File: src/rtl/slab_interval_reducer.sv
// Reduces three ordered per-axis slab intervals to tnear/tfar via one shared less_than; N*(CMP_LAT+1)+1 cycles accept-to-result.
// Holds the result in DONE until out_ready; in_ready only in IDLE. BEHIND_RAY_CULL_EN adds a 0 < tfar cull comparison.
module slab_interval_reducer #(
  parameter int WIDTH   = 18,
  parameter int CMP_LAT = 3
) (
  input  logic             clk,
  input  logic             rst,
  input  logic             in_valid,
  output logic             in_ready,
  input  logic [WIDTH:0]   near_x,
  input  logic [WIDTH:0]   near_y,
  input  logic [WIDTH:0]   near_z,
  input  logic [WIDTH:0]   far_x,
  input  logic [WIDTH:0]   far_y,
  input  logic [WIDTH:0]   far_z,
  output logic [WIDTH:0]   cmp_a,
  output logic [WIDTH:0]   cmp_b,
  input  logic             cmp_less,
  output logic             out_valid,
  input  logic             out_ready,
  output logic             hit,
  output logic [WIDTH:0]   tnear,
  output logic [WIDTH:0]   tfar
);

  localparam int CW = (CMP_LAT + 1 > 1) ? $clog2(CMP_LAT + 1) : 1;
  localparam logic [CW-1:0] CNT_LAST = CW'(CMP_LAT);
`ifdef BEHIND_RAY_CULL_EN
  localparam int N_CMP = 6;
`else
  localparam int N_CMP = 5;
`endif
  localparam logic [2:0] K_LAST = 3'(N_CMP - 1);

  typedef enum logic [1:0] {
    S_IDLE,
    S_CMP,
    S_DONE
  } state_t;

  state_t          state_q, state_d;
  logic [2:0]      k_q, k_d;
  logic [CW-1:0]   cnt_q, cnt_d;
  logic [WIDTH:0]  tnear_q, tnear_d;
  logic [WIDTH:0]  tfar_q, tfar_d;
  logic [WIDTH:0]  near_y_q, near_y_d;
  logic [WIDTH:0]  near_z_q, near_z_d;
  logic [WIDTH:0]  far_y_q, far_y_d;
  logic [WIDTH:0]  far_z_q, far_z_d;
  logic            hit_q, hit_d;
`ifdef BEHIND_RAY_CULL_EN
  logic            hit_cand_q, hit_cand_d;
`endif

  assign in_ready  = (state_q == S_IDLE);
  assign out_valid = (state_q == S_DONE);
  assign hit       = hit_q;
  assign tnear     = tnear_q;
  assign tfar      = tfar_q;

  // Operands come straight from the running min/max, so each step sees earlier updates.
  always_comb begin
    cmp_a = '0;
    cmp_b = '0;
    if (state_q == S_CMP) begin
      case (k_q)
        3'd0:    begin cmp_a = tnear_q;  cmp_b = near_y_q; end
        3'd1:    begin cmp_a = far_y_q;  cmp_b = tfar_q;   end
        3'd2:    begin cmp_a = tnear_q;  cmp_b = near_z_q; end
        3'd3:    begin cmp_a = far_z_q;  cmp_b = tfar_q;   end
        3'd4:    begin cmp_a = tnear_q;  cmp_b = tfar_q;   end
        default: begin cmp_a = '0;       cmp_b = tfar_q;   end
      endcase
    end
  end

  always_comb begin
    state_d  = state_q;
    k_d      = k_q;
    cnt_d    = cnt_q;
    tnear_d  = tnear_q;
    tfar_d   = tfar_q;
    near_y_d = near_y_q;
    near_z_d = near_z_q;
    far_y_d  = far_y_q;
    far_z_d  = far_z_q;
    hit_d    = hit_q;
`ifdef BEHIND_RAY_CULL_EN
    hit_cand_d = hit_cand_q;
`endif
    case (state_q)
      S_IDLE: begin
        if (in_valid) begin
          tnear_d  = near_x;
          tfar_d   = far_x;
          near_y_d = near_y;
          near_z_d = near_z;
          far_y_d  = far_y;
          far_z_d  = far_z;
          k_d      = 3'd0;
          cnt_d    = '0;
          state_d  = S_CMP;
        end
      end
      S_CMP: begin
        // cmp_less is only trusted on the last cycle of a window.
        if (cnt_q == CNT_LAST) begin
          cnt_d = '0;
          k_d   = k_q + 3'd1;
          case (k_q)
            3'd0: if (cmp_less) tnear_d = near_y_q;
            3'd1: if (cmp_less) tfar_d  = far_y_q;
            3'd2: if (cmp_less) tnear_d = near_z_q;
            3'd3: if (cmp_less) tfar_d  = far_z_q;
            3'd4: begin
`ifdef BEHIND_RAY_CULL_EN
              hit_cand_d = cmp_less;
`else
              hit_d = cmp_less;
`endif
            end
`ifdef BEHIND_RAY_CULL_EN
            3'd5: hit_d = hit_cand_q & cmp_less;
`endif
            default: ;
          endcase
          if (k_q == K_LAST) state_d = S_DONE;
        end else begin
          cnt_d = cnt_q + CW'(1);
        end
      end
      S_DONE: begin
        if (out_ready) state_d = S_IDLE;
      end
      default: state_d = S_IDLE;
    endcase
  end

  always_ff @(posedge clk) begin
    if (rst) begin
      state_q  <= S_IDLE;
      k_q      <= '0;
      cnt_q    <= '0;
      tnear_q  <= '0;
      tfar_q   <= '0;
      near_y_q <= '0;
      near_z_q <= '0;
      far_y_q  <= '0;
      far_z_q  <= '0;
      hit_q    <= 1'b0;
`ifdef BEHIND_RAY_CULL_EN
      hit_cand_q <= 1'b0;
`endif
    end else begin
      state_q  <= state_d;
      k_q      <= k_d;
      cnt_q    <= cnt_d;
      tnear_q  <= tnear_d;
      tfar_q   <= tfar_d;
      near_y_q <= near_y_d;
      near_z_q <= near_z_d;
      far_y_q  <= far_y_d;
      far_z_q  <= far_z_d;
      hit_q    <= hit_d;
`ifdef BEHIND_RAY_CULL_EN
      hit_cand_q <= hit_cand_d;
`endif
    end
  end

endmodule

File: config.mk
export PLATFORM = sky130hd
export DESIGN_NAME = slab_interval_reducer
export DESIGN_NICKNAME = d
export VERILOG_FILES = /design/src/rtl/slab_interval_reducer.sv
export SDC_FILE = /design/constraint.sdc
export NUM_CORES = 1
export LEC_CHECK = 0
export CAP_MARGIN = 20
export CORE_UTILIZATION = 40
export CTS_CLUSTER_DIAMETER = 120
export CTS_CLUSTER_SIZE = 40
export DETAILED_ROUTE_END_ITERATION = 16
export PLACE_DENSITY = 0.67
export SYNTH_ARGS = -nofsm -noshare
export SYNTH_HDL_FRONTEND = slang
export SYNTH_SLANG_ARGS = --single-unit
File: constraint.sdc
create_clock -name clk -period 3.1 [get_ports clk]
set_input_delay 0.775 -clock clk [delete_from_list [all_inputs] [get_ports clk]]
set_output_delay 0.775 -clock clk [all_outputs]
set_load 0.02 [all_outputs]
; ---- Word-level counts from Yosys, hierarchy flattened
; Cells that the tools add are included.
[word_totals]
register_bits = 122
elab_cells = 67
[classes]
add_sub_neg = 2
n_eq_ne = 17
muxes = 27
reduce_logical = 11
[ops]
columns = cell, n
row1 = $mux 19, 10
row2 = $pmux 19 s2, 5
row3 = $pmux 19 s3, 1
row4 = $mux 2, 6
row5 = $ne 3x3->1 const B, 4
row6 = $reduce_and 6->1, 2
row7 = $eq 3x2->1 const B, 2
row8 = $mux 3, 2
row9 = $ne 2x1->1 const B, 3
row10 = $ne 3x1->1 const B, 2
row11 = $pmux 2 s3, 1
row12 = $pmux 3 s2, 1
row13 = $reduce_and 3->1, 2
row14 = $eq 2x2->1 const B, 2
row15 = $pmux 2 s2, 1
row16 = $reduce_and 2->1, 2
row17 = $reduce_and 4->1, 1
row18 = $add 3x1->3 const B, 1
row19 = $eq 3x1->1 const B, 1
row20 = $eq 3x3->1 const B, 1
row21 = $logic_not 3->1, 1
row22 = $reduce_or 3->1, 1
row23 = $add 2x1->2 const B, 1
row24 = $eq 2x1->1 const B, 1
row25 = other kinds (3), 3

; ---- Logic depth before layout (Yosys ltp)
[logic_depth]
ltp_word = 4
depth_mapped = 9
ltp_nobuf = 6

; ---- Worst setup path after synthesis
; OpenSTA, ideal clock, no wires.
[synth_path]
path_kind = reg-to-output
startpoint = reg k_q[0]
endpoint = out cmp_b[10]
t_arrival_ps = 1931
slack_ps = 394
path_stages_with_launch = 10
n_path_buf = 3
path_cell_list = dfxtp_1 inv_1 ha_1 nor2b_1 clkbuf_1 buf_2 nor2_4 buf_2 nand2_1 a21oi_1
[synth_via]
elab_chain_len = 3
[synth_rtl]
columns = item, line
row1 = from (decl), 43  ; logic [2:0] k_q, k_d;
row2 = from (signal assigned), 157  ; k_q <= k_d;
row3 = $eq 3x2->1 / $logic_not 3->1 (equally long branches), 67  ; case (k_q)
row4 = $pmux 19 s2 *, 67
row5 = $mux 19 *, 66  ; if (state_q == S_CMP) begin
row6 = to (decl), 18  ; output logic [WIDTH:0] cmp_b,
; Every way passes the cells marked *; elsewhere a longest branch is shown, timed or not.

; ---- Final worst setup path
[layout_path]
startpoint = reg k_q[0]
endpoint = out cmp_a[7]
[layout_via]
elab_chain_len = 4
[layout_rtl]
columns = item, line
row1 = $eq 3x3->1 (tied with other cells), 67
row2 = $reduce_or 3->1 (no line), n/a
row3 = $pmux 19 s3 *, 67
row4 = $mux 19 *, 66
row5 = to (decl), 17  ; output logic [WIDTH:0] cmp_a,
; Marks and branches as above.

==> metrics.cfg <==
[power]
power_frac_clock_pct=48.5
cellPowerDensity_nw_per_um2=546
p_total_w=0.00470
p_leak_nw=3.31
netSwitchingFraction_pct=24.2
internal-power_w=0.00356
pwr-share-seq_pct=37.2
combPwrFrac_pct=14.4
vdd_drop_max_mv=0.408
switchingPower_w=0.00114

[grt]
grt_overflow=0
grt_max_degree=81
grt_pass1_vias=5652
antenna_found_initial=0
grt_pass1_wl_mm=29.7
grt.total_usage_pct=25.7

[timing]
hold_violations=0
skew_ns=0.00475
period_minus_slack_ns=3.04
drv_slew=0
timing.fmax_mhz=329
min_period_over_period_pct=98.0
slew_headroom_pct=29.8
final.setup.tns_ns=0
rsz0062_at_grt=false
setup_viol=0
worst_slew_pin_slew_ns=1.05
hold_ws_ns=0.470

[synthesis]
synth_cell_type_count=34
seq_area_frac_synth_pct=41.3
synthArstFlopShare_pct=0
yosys_warnings=0
netlist_instances=737
synthFlopType=dfxtp_1
ys_seq_elements=122
syn_avg_cell_area_um2=8.03
synth_nets=863
synth-edff-count=0
synth_area_um2=5920

[floorplanning]
die_y_um=124
rows=44
die_w_um=124
io_pins=198
die_area_um2=15300
core-area_um2=14500
start_util_pct=40.9

[hold_path]
min_path_type=flip-flop to flip-flop
min_to=near_y_q[13]$_SDFFE_PP0P_
whs_path_depth=2
min_from=near_y_q[13]$_SDFFE_PP0P_

[layout]
area_delta_synth_final_pct=45.7
nets=1034
design_area_um2=8620
diodes=0
nFillCells=1322
fin_util_pct=59.5
layout-drive-gt1-share_pct=8.69

[place]
dp_hpwl_mm=14.2
io_buffers=197
place_area_um2=8000
finalWeightedCongestion=0.886

[drt]
vias_per_cell=5.50
firstDrtPassIters=8
dr_total_vias=6077
wl_per_cell_um=17.8
drt_iter0_markers=516
drc_errors=0
routed_wirelength_mm=19.7
antenna_left=0

[setup_path]
rr_startpoint=state_q[0]$_SDFFE_PP0P_
worstPathArrival_ns=2.26
critPathRequiredTime_ns=2.32
r2r_setup_slack_ns=0.37
slowest_stage=a222oi_1
endpoint_kind=output pin
worst_r2r_path_depth=4
path_buf_inv=3
cp_top_family=buffers and inverters
critPathMaxStageDelay_ns=0.40
crit_type=flip-flop to output pin
cp_cell_sequence=buf_4, ha_1, ha_1, buf_6, a222oi_1, nor2_1, dlygate4sd2_1
r2r-end=tfar[9]$_SDFFE_PP0P_
crit_path_frequent_cell=ha_1
crit_path_start_kind=flip-flop
crit_fanout=24

[clocking]
cts_sinks=122
root_buffer=clkbuf_16
clock_latency_ns=0.41
clkTransAtPathRegs_ns=0.05
post_cts_buffers=0
cts_tree=yes
htreeDepth=4
clockBufferDepth=2
cts_buffers=17

[flow_run]
cap_violations=0

[status]
status=finished, final reports clean

final cells by class:
type                    instances  area, um2  share of cell area, %
flip-flops and latches        122       2450                   28.4
multi-input cells             546       3180                   36.9
clock buffers                  20        467                   5.41
well taps                     184        230                   2.67
repair buffers                217       2060                   23.9
inverters                       4       15.0                  0.174
clock inverters                12        218                   2.53
cell usage in the layout, fill, tap and decap left out, drive strengths merged:
cell type / n
nand2: 175
clkdlybuf4s50: 158
dfxtp: 122
a21oi: 121
nor2: 68
mux2i: 58
clkbuf: 32
buf: 22
dlygate4sd2: 21
nand2b: 20
a222oi: 19
a22oi: 19
a22o: 19
a211o: 19
ha: 7
bufinv: 6
nor2b: 5
inv: 4
clkdlybuf4s15: 4
o21ai: 4
clkinvlp: 3
clkinv: 3
nor3b: 2
or2: 1
or4: 1
a21o: 1
nand3b: 1
nor3: 1
a31oi: 1
nand4: 1
o211a: 1
a32oi: 1
nand3: 1
cell families after synthesis:
| kind of cell | Yosys count | share of synthesized area, % |
|---|---|---|
| simple gates | 276 | 19.5 |
| compound gates | 205 | 22.6 |
| flops | 122 | 41.3 |
| buf+inv | 69 | 5.27 |
| mux | 58 | 9.81 |
| fa+ha+maj | 7 | 1.48 |
layer usage:
layer	share of wire, %	vias up	track usage (%)
met3	7.2	22	5.08
met5	0	-	0
met4	1.2	0	8.66
met2	46	267	40.0
li1	-	2907	-
met1	45	2881	35.6
registers in the layout, indices dropped and copies added (netlist names):
register and count:
far_y_q 19, far_z_q 19, near_y_q 19, near_z_q 19, tfar 19, tnear 19
k_q 3, cnt_q 2, state_q 2, hit 1
worst max path at each step:
stage                        startpoint        end  slack, ns  cells past startpoint
detailed placement  k_q[1]$_SDFFE_PP0P_  cmp_b[10]       0.12                      7
CTS                 k_q[0]$_SDFFE_PP0P_   cmp_a[9]       0.02                      7
floorplan           k_q[0]$_SDFFE_PP0P_  cmp_b[10]       0.39                      9
finish              k_q[0]$_SDFFE_PP0P_   cmp_a[7]       0.06                      7
global route        k_q[0]$_SDFFE_PP0P_  cmp_b[18]      0.006                      9
global placement    k_q[1]$_SDFFE_PP0P_  cmp_a[18]       0.16                      7
cells in the mapped netlist, types with 2 or more instances:
library cell	instances	area share (%)
nand2_1	175	11
dfxtp_1	122	41
buf_2	18	1.5
a21oi_1	119	10
nor2b_1	5	0.53
a222oi_1	19	3.2
nand2b_1	20	2.1
buf_4	2	0.25
buf_6	3	0.57
ha_1	7	1.5
a211o_1	19	2.8
a22o_1	19	2.8
a22oi_1	19	2.4
buf_1	6	0.38
clkbuf_1	36	2.3
inv_1	4	0.25
o21ai_0	3	0.25
nor3b_4	2	0.63
nor2_1	67	4.3
mux2i_1	58	9.8
power groups by stage:
stage               Sequential (W)  Combinational (W)  Clock (W)
CTS                        0.00175           0.000675    0.00230
finish                     0.00175           0.000676    0.00228
floorplan                  0.00179           0.000319          0
detailed placement         0.00178           0.000680          0
global placement           0.00178           0.000670          0
global route               0.00176           0.000726    0.00237
tightest hold or removal path, delay by kind of cell (launching register included):
kind            cells  cell delay, ns
compound gates      1            0.05
flops               1            0.32
simple gates        1            0.05
per-stage QoR:
step | instances | setup slack (ns)
after detailed placement | 1073 | 0.118
after global placement | 1073 | 0.159
after floorplan | 737 | 0.394
final | 1105 | 0.0608
after global routing | 1105 | 0.00598
after CTS | 1105 | 0.0169
timing repair:
action,4_1_cts,5_1_grt
pin swaps,1,9
hold buffers,0,0
gates resized for setup,46,33
setup endpoints to repair,38,32
(Power assumes the default switching activity.)
==> variant: new RTL, config.mk and constraints unchanged <==
Add a define of `BEHIND_RAY_CULL_EN`.
--- a/src/rtl/slab_interval_reducer.sv
+++ b/src/rtl/slab_interval_reducer.sv
@@ -1,4 +1,6 @@
 // Reduces three ordered per-axis slab intervals to tnear/tfar via one shared less_than; N*(CMP_LAT+1)+1 cycles accept-to-result.
 // Holds the result in DONE until out_ready; in_ready only in IDLE. BEHIND_RAY_CULL_EN adds a 0 < tfar cull comparison.
+`define BEHIND_RAY_CULL_EN
+
 module slab_interval_reducer #(
   parameter int WIDTH   = 18,
Function: same outputs for any inputs over 10 cycles, from zero or initial values and one cycle with rst high; that may be too few to reach the edited logic, so the function may still have changed.
==> variant against the original RTL <==
- area after synthesis increased by 0.36%
- routed wire length increased by 4.4%
- die area increased by 0.36%
- largest power group unchanged
- combinational power increased by 2%
- total power decreased by 4.8%
- final area decreased by 0.86%
- sequential cell count increased by 1
- worst setup slack got worse by 50 ps
==> variant: results <==
group,metric,value,unit
status,status,"finished, final reports clean",
finish,buffers_excl_clock,215,
drt,wl_met3,1530,um
worst_setup_path,arrival,2310,ps
drt,first_pass_iters,9,
global_route,first_global_vias,5752,
global_route,grt_util_met3,5.04,%
yosys,synth.area.top_cells,"dfxtp_1 (41%), nand2_1 (11%), a21oi_1 (10%)",
yosys,synthesis.nets,867,
global_route,track_usage,27.3,%
yosys,synth-seq-cells,123,
placement,dp_hpwl,15000,um
finish,clock_area_share,7.14,%
worst_setup_path,crit_path_max_incr_delay,420,ps
pwr,p_leak,3.22,nW
min_path,hp-start,"hit",
drt,vias,6140,
finish,nets,1035,
yosys,syn-mean-instance-area,8.00,sq um
yosys,yosysUniqueCellTypes,36,
yosys,synth_common_cells,"nand2_1 (175), dfxtp_1 (123), a21oi_1 (120), nor2_1 (67), mux2i_1 (59)",
pwr,seqPwrFrac,39.4,%
finish,sh_seq_area,28.9,%
pwr,clockPowerShare,45.2,%
pwr,vdd_drop_max,0.379,mV
worst_setup_path,worstPathMaxFanout,12,
drt,wl_met2,9850,um
[variant: worst max-delay path by stage]
stage | depth (start not counted) | slack, ps | endpoint | startpoint
2_1_floorplan | 9 | 300 | cmp_b[10] | k_q[0]
3_3_place_gp | 8 | 220 | cmp_b[14] | k_q[0]
3_5_place_dp | 8 | 130 | cmp_a[15] | k_q[0]
4_1_cts | 8 | 0.2 | cmp_a[1] | k_q[0]
5_1_grt | 7 | -90 | cmp_b[3] | k_q[1]
6_report | 7 | 10 | cmp_b[6] | k_q[1]
[variant: repair_timing]
action / 4_1_cts / 5_1_grt
setup buffers: 0 / 0
setup endpoints to repair: 38 / 37
gates resized for setup: 48 / 60
hold buffers: 0 / 0
pin swaps: 0 / 3
[variant: kinds of logic (layout without fill, tap and decap cells)]
logic type | count (synthesis) | in the layout | share of synthesized area [%]
flops | 123 | 123 | 41.5
buf+inv | 70 | 250 | 5.27
compound gates | 203 | 203 | 22.3
simple gates | 281 | 281 | 19.7
fa+ha+maj | 6 | 6 | 1.26
mux | 59 | 59 | 9.95
[variant: per-stage QoR]
| step | worst slack (ps) | util (%) | TNS [ps] | area [sq um] | hold slack (ps) |
|---|---|---|---|---|---|
| finish | 11.0 | 58.8 | 0 | 8550 | 452 |
| global route | -89.6 | 58.8 | -257 | 8550 | 487 |
| CTS | 0.192 | 59.5 | 0 | 8640 | 455 |
| detailed placement | 133 | 55.5 | 0 | 8060 | 450 |
| global placement | 216 | 55.5 | 0 | 8060 | 446 |
| floorplan | 304 | - | 0 | 5940 | 448 |
[variant: worst max-delay path: cells and delay by family, from the launching register on]
family / cells / cell delay, ps
buffers and inverters: 3 / 650
flip-flops: 1 / 420
AO/OA/AOI/OAI: 2 / 410
adder cells (fa/ha/maj): 1 / 230
AND/OR/NAND/NOR: 1 / 190
